<file path="src/rtl/regfile_param_if.sv">
`timescale 1ns/1ps
// regfile_param_if: register-file access bundle (clear request/ready, write port, packed read ports).
// Read ports are packed; port p uses raddr[p*AW +: AW] and rdata[p*XLEN +: XLEN].
interface regfile_param_if #(
  parameter int XLEN  = 32,
  parameter int NREGS = 32,
  parameter int NREAD = 2
);
  localparam int AW = $clog2(NREGS);

  logic                    clr_req;
  logic                    ready;
  logic                    we;
  logic [AW-1:0]           waddr;
  logic [XLEN-1:0]         wdata;
  logic [NREAD*AW-1:0]     raddr;
  logic [NREAD*XLEN-1:0]   rdata;

  modport master (output clr_req, we, waddr, wdata, raddr, input ready, rdata);
  modport slave  (input clr_req, we, waddr, wdata, raddr, output ready, rdata);
endinterface

</file>
<file path="src/rtl/regfile_param.sv">
`timescale 1ns/1ps
// regfile_param: x0-hardwired register file with sequential clear sweep; REGFILE_BYPASS_EN adds write-to-read forwarding.
// Reads combinational, writes land one edge later; no backpressure, writes offered while ready=0 are dropped.
module regfile_param #(
  parameter int XLEN  = 32,
  parameter int NREGS = 32,
  parameter int NREAD = 2
) (
  input  logic           clock,
  input  logic           reset_n,
  regfile_param_if.slave rf
);
  localparam int AW = $clog2(NREGS);
  localparam logic [AW-1:0] FIRST_IDX = AW'(1);
  localparam logic [AW-1:0] LAST_IDX  = AW'(NREGS - 1);

  typedef enum logic {CLEAR = 1'b0, READY = 1'b1} state_t;

  state_t          state, state_nxt;
  logic [AW-1:0]   cidx, cidx_nxt;
  logic [XLEN-1:0] mem [NREGS];
  logic            wr_ok;

  function automatic logic idx_valid(input logic [AW-1:0] idx);
    return (idx != '0) && (32'(idx) < NREGS);
  endfunction

  assign rf.ready = (state == READY);
  // A clear request in the same cycle wins over the write
  assign wr_ok = (state == READY) && !rf.clr_req && rf.we && idx_valid(rf.waddr);

  always_ff @(posedge clock or negedge reset_n) begin
    if (!reset_n) begin
      state <= CLEAR;
      cidx  <= FIRST_IDX;
    end else begin
      state <= state_nxt;
      cidx  <= cidx_nxt;
    end
  end

  always_comb begin
    state_nxt = state;
    cidx_nxt  = cidx;
    case (state)
      CLEAR: begin
        if (cidx == LAST_IDX) begin
          state_nxt = READY;
          cidx_nxt  = FIRST_IDX;
        end else begin
          cidx_nxt = cidx + AW'(1);
        end
      end
      READY: begin
        if (rf.clr_req) begin
          state_nxt = CLEAR;
          cidx_nxt  = FIRST_IDX;
        end
      end
      default: begin
        state_nxt = CLEAR;
        cidx_nxt  = FIRST_IDX;
      end
    endcase
  end

  // Storage carries no reset; contents are masked by ready until the sweep finishes
  always_ff @(posedge clock) begin
    if (state == CLEAR) begin
      mem[cidx] <= '0;
    end else if (wr_ok) begin
      mem[rf.waddr] <= rf.wdata;
    end
  end

  for (genvar p = 0; p < NREAD; p++) begin : g_rd
    logic [AW-1:0]   ra;
    logic [XLEN-1:0] rd;

    assign ra = rf.raddr[p*AW +: AW];

    always_comb begin
      rd = '0;
      if ((state == READY) && idx_valid(ra)) begin
`ifdef REGFILE_BYPASS_EN
        if (wr_ok && (rf.waddr == ra)) begin
          rd = rf.wdata;
        end else begin
          rd = mem[ra];
        end
`else
        rd = mem[ra];
`endif
      end
    end

    assign rf.rdata[p*XLEN +: XLEN] = rd;
  end
endmodule

</file>
<file path="src/flat_wrapper.sv">
// flat-port wrapper written by rule: the top's interface ports become plain ports
module regfile_param_flat 
#(
  parameter int XLEN  = 32,
  parameter int NREGS = 32,
  parameter int NREAD = 2
)
  (clock, reset_n, rf_clr_req, rf_we, rf_waddr, rf_wdata, rf_raddr, rf_ready, rf_rdata);
  regfile_param_if #(.XLEN(XLEN), .NREGS(NREGS), .NREAD(NREAD)) rf_i ();
  input  logic clock;
  input  logic reset_n;
  input wire logic [$bits(rf_i.clr_req)-1:0] rf_clr_req;
  input wire logic [$bits(rf_i.we)-1:0] rf_we;
  input wire logic [$bits(rf_i.waddr)-1:0] rf_waddr;
  input wire logic [$bits(rf_i.wdata)-1:0] rf_wdata;
  input wire logic [$bits(rf_i.raddr)-1:0] rf_raddr;
  output wire logic [$bits(rf_i.ready)-1:0] rf_ready;
  output wire logic [$bits(rf_i.rdata)-1:0] rf_rdata;
  assign rf_i.clr_req = rf_clr_req;
  assign rf_i.we = rf_we;
  assign rf_i.waddr = rf_waddr;
  assign rf_i.wdata = rf_wdata;
  assign rf_i.raddr = rf_raddr;
  assign rf_ready = rf_i.ready;
  assign rf_rdata = rf_i.rdata;
  regfile_param #(.XLEN(XLEN), .NREGS(NREGS), .NREAD(NREAD)) u_core (.clock(clock), .reset_n(reset_n), .rf(rf_i));
endmodule
</file>
<file path="config.mk">
export PLATFORM = sky130hd
export DESIGN_NAME = regfile_param_flat
export DESIGN_NICKNAME = d
export VERILOG_FILES = /design/src/rtl/regfile_param_if.sv /design/src/rtl/regfile_param.sv /design/src/flat_wrapper.sv
export SDC_FILE = /design/constraint.sdc
export NUM_CORES = 1
export LEC_CHECK = 0
export CAP_MARGIN = 10
export CORE_UTILIZATION = 59
export DETAILED_ROUTE_END_ITERATION = 16
export PLACE_DENSITY_LB_ADDON = 0.25
export SYNTH_ARGS = -nofsm -noshare
export SYNTH_HDL_FRONTEND = slang
export SYNTH_SLANG_ARGS = --single-unit
</file>
<file path="constraint.sdc">
create_clock -name clock -period 7.1 [get_ports clock]
set_input_delay 1.42 -clock clock [delete_from_list [all_inputs] [get_ports clock]]
set_output_delay 1.42 -clock clock [all_outputs]
set_load 0.02 [all_outputs]
</file>
# Word level (Yosys, flattened, before mapping)
# Memories as Yosys holds them, arrays and structs flattened.
# Cells that the tools add are included.
dict set report word_totals {
  reg_bits 6
  ramBits 1024
  in_bits 51
  out_inout_bits 65
  word_cells 32
  mem_count 1
}
dict set report classes {
  addsub 1
  eq_ne 2
  muxes 15
  n_bitwise 1
  n_reduce_logical 10
}
# name depth width read_ports rd_ports_with_merged_regs wr line
set memory_table {}
lappend memory_table {u_core.mem 32 32 2 0 1 regfile_param.sv:21} ;# logic [XLEN-1:0] mem [NREGS];
# op count
set op_table {}
lappend op_table {{2-to-1 mux 32 bit} 3}
lappend op_table {{OR reduction 32 bit} 1}
lappend op_table {{2-to-1 mux 5 bit} 3}
lappend op_table {{nonzero test 5 bit} 3}
lappend op_table {{one-hot mux 5 bit (2 select lines)} 1}
lappend op_table {{2-to-1 mux 1 bit} 7}
lappend op_table {{adder 5 x 1 -> 5 bit (second input constant)} 1}
lappend op_table {{equality test 5 bit (second input constant)} 1}
lappend op_table {{logical AND 1 bit} 5}
lappend op_table {{inequality test 2 bit (second input constant)} 1}
lappend op_table {{one-hot mux 1 bit (2 select lines)} 1}
lappend op_table {{logical NOT 1 bit} 1}
lappend op_table {{inverter 1 bit} 1}

# Longest topological paths before layout
dict set report logic_depth {
  depth_word 9
  depth_mapped 8
  depth_no_buf 6
}

# Least setup slack after synthesis
# OpenSTA, ideal clock, no wires.
dict set report synth_timing {
  kind {input to register}
  start {input port rf_waddr[4]}
  end {memory u_core.mem[15][0], enable pin}
  setup_time_ns 0.461
  t_arrival_ns 4.868
  required_ns 6.639
  slack_ns 1.770
  stages 5
  n_path_buf 1
  cell_sequence {or4_1 o21a_1 buf_6 a211o_1 nor3_1}
}
dict set report synth_between {
  elab_chain_len 7
  elab_cells_between_ends 8
  classes_between {5 x mux; 3 x reduce/logical}
}
# element line
set synth_rtl {}
lappend synth_rtl {{from (decl)} flat_wrapper.sv:14} ;# input wire logic [$bits(rf_i.waddr)-1:0] rf_waddr;
lappend synth_rtl {{nonzero test 5 bit} regfile_param.sv:25} ;# return (idx != '0) && (32'(idx) < NREGS);
lappend synth_rtl {{logical AND 1 bit} regfile_param.sv:30} ;# assign wr_ok = (state == READY) && !rf.clr_req && rf.we && idx_valid(rf.waddr);
lappend synth_rtl {{2-to-1 mux 1 bit} regfile_param.sv:71} ;# end else if (wr_ok) begin
lappend synth_rtl {{2-to-1 mux 1 bit} regfile_param.sv:69} ;# if (state == CLEAR) begin
lappend synth_rtl {{2-to-1 mux 1 bit (not written as such)} regfile_param.sv:72} ;# mem[rf.waddr] <= rf.wdata;
lappend synth_rtl {{OR reduction 32 bit (no source line)} -}
lappend synth_rtl {{2-to-1 mux 5 bit (no source line) / 2-to-1 mux 1 bit (equally long branches)} -}
lappend synth_rtl {{to (decl)} regfile_param.sv:21}
# Several ways; a longest one is shown, not always the timed one.

# Final worst setup path
dict set report layout_timing {
  start {input port rf_raddr[2]}
  end {output port rf_rdata[16]}
}
dict set report layout_between {
  elab_chain_len 3
  elab_cells_between_ends 4
  classes_between {1 x mux; 2 x reduce/logical; 1 x memory}
}
# element line
set layout_rtl {}
lappend layout_rtl {{from (decl)} flat_wrapper.sv:16} ;# input wire logic [$bits(rf_i.raddr)-1:0] rf_raddr;
lappend layout_rtl {{branches (longest 2 deep; another with memory (32 x 32 bit))} -}
lappend layout_rtl {{2-to-1 mux 32 bit *} regfile_param.sv:84} ;# if ((state == READY) && idx_valid(ra)) begin
lappend layout_rtl {{to (decl)} flat_wrapper.sv:18} ;# output wire logic [$bits(rf_i.rdata)-1:0] rf_rdata;
# Every way passes the cells marked *.

==> flow_metrics.py <==
metrics = {
    "yosys": {
        "combinational_family_with_the_most_area_after_synthesis": "multiplexers",
        "yosys.area_share.xor_xnor": 0.0003651,
        "synth-main-ff-cell": "sky130_fd_sc_hd__edfxtp_1",
        "gate_count_of_the_mapped_netlist": 2911,
        "synth.area.mux_share": 0.2256,
        "syn_area_um2": 47980,
        "postSynth.asyncResetShare": 0.005825,
        "synth_simple_gate_area_frac": 0.04637,
        "synth_compound_gate_area_share": 0.06144,
        "synth_edf_count": 1024,
        "post_synth_fa_ha_maj_area_fraction": 0.0005216,
        "ys.warnings.count": 0,
        "synth_nets": 2964,
        "synth-seq-cells": 1030,
        "synth.avg_cell_area_um2": 16.48,
        "netlist-cell-type-count": 51,
        "seq_area_frac_synth": 0.6440,
    },
    "power_and_ir_drop": {
        "p_leak_uw": 0.01878,
        "power-per-cell-area_nw_per_um2": 287.7,
        "vdd_ir_drop_max_mv": 0.2377,
    },
    "status": {
        "status": "complete, no violations",
    },
    "placement": {
        "place_congestion": 0.9218,
        "port_buffers": 115,
        "dp_hpwl_um": 93040,
    },
    "setup_path": {
        "worst-path-max-fanout": 19,
        "timing.critical_path.slowest_stage_cell": "sky130_fd_sc_hd__clkdlybuf4s50_1",
        "crit_path_start_kind": "input port",
        "critical_path.max_stage_delay_ps": 1070,
        "timing_worst_setup_path_type": "in2out",
        "setup.worst_path.end_class": "output port",
        "critPathRequiredTime_ps": 5680,
        "crit_top_cell": "sky130_fd_sc_hd__clkdlybuf4s50_1",
        "crit_path_cell_trace": "clkdlybuf4s50_1, nor2b_4, buf_4, a22oi_1, nand3_1, nand4_1, clkdlybuf4s50_1",
        "crit_arrival_ps": 4860,
    },
    "timing": {
        "finalSetupViolations": 0,
        "hold_ws_ps": 596.9,
        "report.final.hold_viol_count": 0,
        "setup_total_negative_slack_ps": 0,
        "maxSlewViolCount": 0,
        "time_the_worst_path_needs_with_i_o_delays_and_setup_ps": 6282,
        "grt_setup_unrepaired": "no",
        "max_slew_margin": 0.1484,
        "achievable-frequency_ghz": 0.1592,
        "slew_of_the_pin_with_the_lowest_slew_margin_ps": 1277,
        "finalCritPeriodShare": 0.8849,
        "finClkSkew_ps": 14.31,
    },
    "drt": {
        "drt_pre_antenna_iters": 6,
        "viasPerCell": 7.642,
        "ant_nets": 0,
        "first_iter_violations": 5064,
        "wl_per_cell_um": 37.62,
        "total_wire_length_after_detailed_routing_um": 156400,
        "drt_drc_violations_left": 0,
        "num_vias": 31770,
    },
    "finish": {
        "footprint_of_the_multi_input_gates_um2": 16410,
        "layout-drive-gt1-share": 0.1777,
        "final_net_count": 3072,
        "n_fill_cell": 5155,
        "area_delta_synth_final_pct": 12.57,
        "area.sequential_um2": 30900,
    },
    "global_route": {
        "grt.overflow.total": 0,
        "grt_pass1_vias": 31250,
        "global_route_wire_length_before_repair_um": 220300,
        "grt_antenna_before_repair": 7,
        "grt_use_total": 0.3792,
        "grt_max_degree": 86,
    },
    "floorplanning": {
        "die_w_um": 287.2,
        "floorplan.die.height_um": 287.2,
        "initial_utilization": 0.5957,
        "io_pins": 116,
        "die_area_um2": 82470,
        "floorplan.core_area_um2": 80550,
        "rows": 104,
    },
    "clocking": {
        "ctsRootBufferMaster": "sky130_fd_sc_hd__clkbuf_16",
        "cts_tree": "done",
        "number_of_sinks_driven_by_the_clock_tree": 1030,
        "ctsResizeCount": 0,
        "worst_skew_pair.late_latency_ps": 660,
        "numCtsBuffers": 101,
        "holdBufCountCts": 0,
        "htreeDepth": 3,
        "cts.repair_timing.setup_buffer_count": 0,
        "clkTransAtPathRegs_ps": 70,
        "ctsLongestPathBuffers": 3,
    },
    "min_path": {
        "worstHoldPathType": "reg2reg",
    },
    "run": {
        "cap_violations": 0,
    },
}
-- stage by stage --
step | util | power, uW | instance area [um2] | std cells | setup WS [ps]
floorplan | - | 9140 | 47980 | 2911 | 1770
global route | 0.6705 | 15820 | 54000 | 4155 | 838.7
detailed placement | 0.6333 | 10520 | 51010 | 3976 | 923.9
finish | 0.6705 | 15540 | 54010 | 4157 | 817.5
global placement | 0.6333 | 10430 | 51010 | 3976 | 1001
CTS | 0.6705 | 15430 | 54000 | 4155 | 903.3
-- path summary, 6_finish.rpt --
path | startpoint | end | slack, ps | cells after the start
setup / recovery | rf_raddr[2] | rf_rdata[16] | 820 | 7
hold / removal | u_core.cidx[0]$_DFFE_PN1P_ | u_core.cidx[0]$_DFFE_PN1P_ | 600 | 2
setup reg to reg | u_core.rf.ready$_DFF_PN0_ | u_core.mem[9][0]$_DFFE_PP_ | 3160 | 5
hold reg to reg | u_core.cidx[0]$_DFFE_PN1P_ | u_core.cidx[0]$_DFFE_PN1P_ | 600 | 2
max in group asynchronous | reset_n | u_core.cidx[0]$_DFFE_PN1P_ | 5810 | 1
min in group asynchronous | reset_n | u_core.cidx[1]$_DFFE_PN0P_ | 1010 | 1
-- state kept, by name (all words and copies together), names as in the netlist --
register and cells:
u_core.mem 1024, u_core.cidx 5, u_core.rf.ready 1
-- cell type report --
class / count / area share
Tap cell: 1060 / 0.02456
Antenna cell: 2 / 0.00009267
Sequential cell: 1030 / 0.5721
Clock inverter: 52 / 0.006093
Multi-Input combinational cell: 1643 / 0.3038
Inverter: 8 / 0.0005560
Clock buffer: 127 / 0.04939
Timing Repair Buffer: 235 / 0.04339
-- report_power, final --
| group | leakage (uW) | internal [uW] | switching, uW | total (uW) |
|---|---|---|---|---|
| clock network | 0.00148 | 2780 | 2250 | 5030 |
| logic | 0.00758 | 923 | 1930 | 2850 |
| registers | 0.00973 | 7380 | 282 | 7660 |
| total | 0.0188 | 11100 | 4460 | 15500 |
-- worst max-delay path: cells and delay by family --
family | cells | cell delay [ps]
buffers and inverters | 3 | 2130
AND/OR/NAND/NOR | 3 | 1120
AO/OA/AOI/OAI | 1 | 160
-- layout by cell type (no fill, tap or decap), types with 30 or more instances in the layout --
cell type	instances
sky130_fd_sc_hd__edfxtp_1	1024
sky130_fd_sc_hd__mux2i_1	555
sky130_fd_sc_hd__a22oi_1	291
sky130_fd_sc_hd__mux4_2	234
sky130_fd_sc_hd__nand3_1	147
sky130_fd_sc_hd__clkdlybuf4s50_1	110
sky130_fd_sc_hd__clkbuf_16	103
sky130_fd_sc_hd__buf_4	99
sky130_fd_sc_hd__a21oi_1	90
sky130_fd_sc_hd__nand2_1	77
sky130_fd_sc_hd__nand4_1	65
sky130_fd_sc_hd__and2_1	34
sky130_fd_sc_hd__nor2_4	30
-- Yosys cell counts, drive strengths merged, types with 2 or more instances --
library cell  count  area, um2
o21a              2      15.01
ha                2      25.02
clkbuf          117      439.2
and3b             3      26.28
nand2            77      289.0
a22oi           291       2185
inv               8      30.03
and4b             2      21.27
nand4            65      406.6
edfxtp         1024      30750
o22ai             3      18.77
nor3             13      80.08
nor2             41      153.9
nor2b             7      43.79
buf             113      569.3
a22o             10      88.84
o21ai             4      20.02
and2             39      246.5
mux4            234       5270
dfrtp             5      125.1
a31oi            15      93.84
and3             24      150.1
a21oi            90      450.4
a211o             2      17.52
mux2i           555       5555
nand3           149      745.7
-- metal layers --
| layer | share of wire | global-route usage | routed length, um | vias to the layer above |
|---|---|---|---|---|
| met2 | 0.44 | 0.5546 | 69040 | 2822 |
| met4 | 0.060 | 0.2055 | 9408 | 8 |
| met1 | 0.35 | 0.5178 | 54240 | 16080 |
| li1 | - | - | - | 12270 |
| met3 | 0.15 | 0.1086 | 23640 | 584 |
| met5 | 0.00033 | 0 | 52 | - |
-- kinds of logic after synthesis --
logic type,count (synthesis)
mux,789
xor+xnor,2
compound gates,422
simple gates,428
fa+ha+maj,2
flops,1030
buf+inv,238
Note: power is estimated with default switching activity, not from simulation.
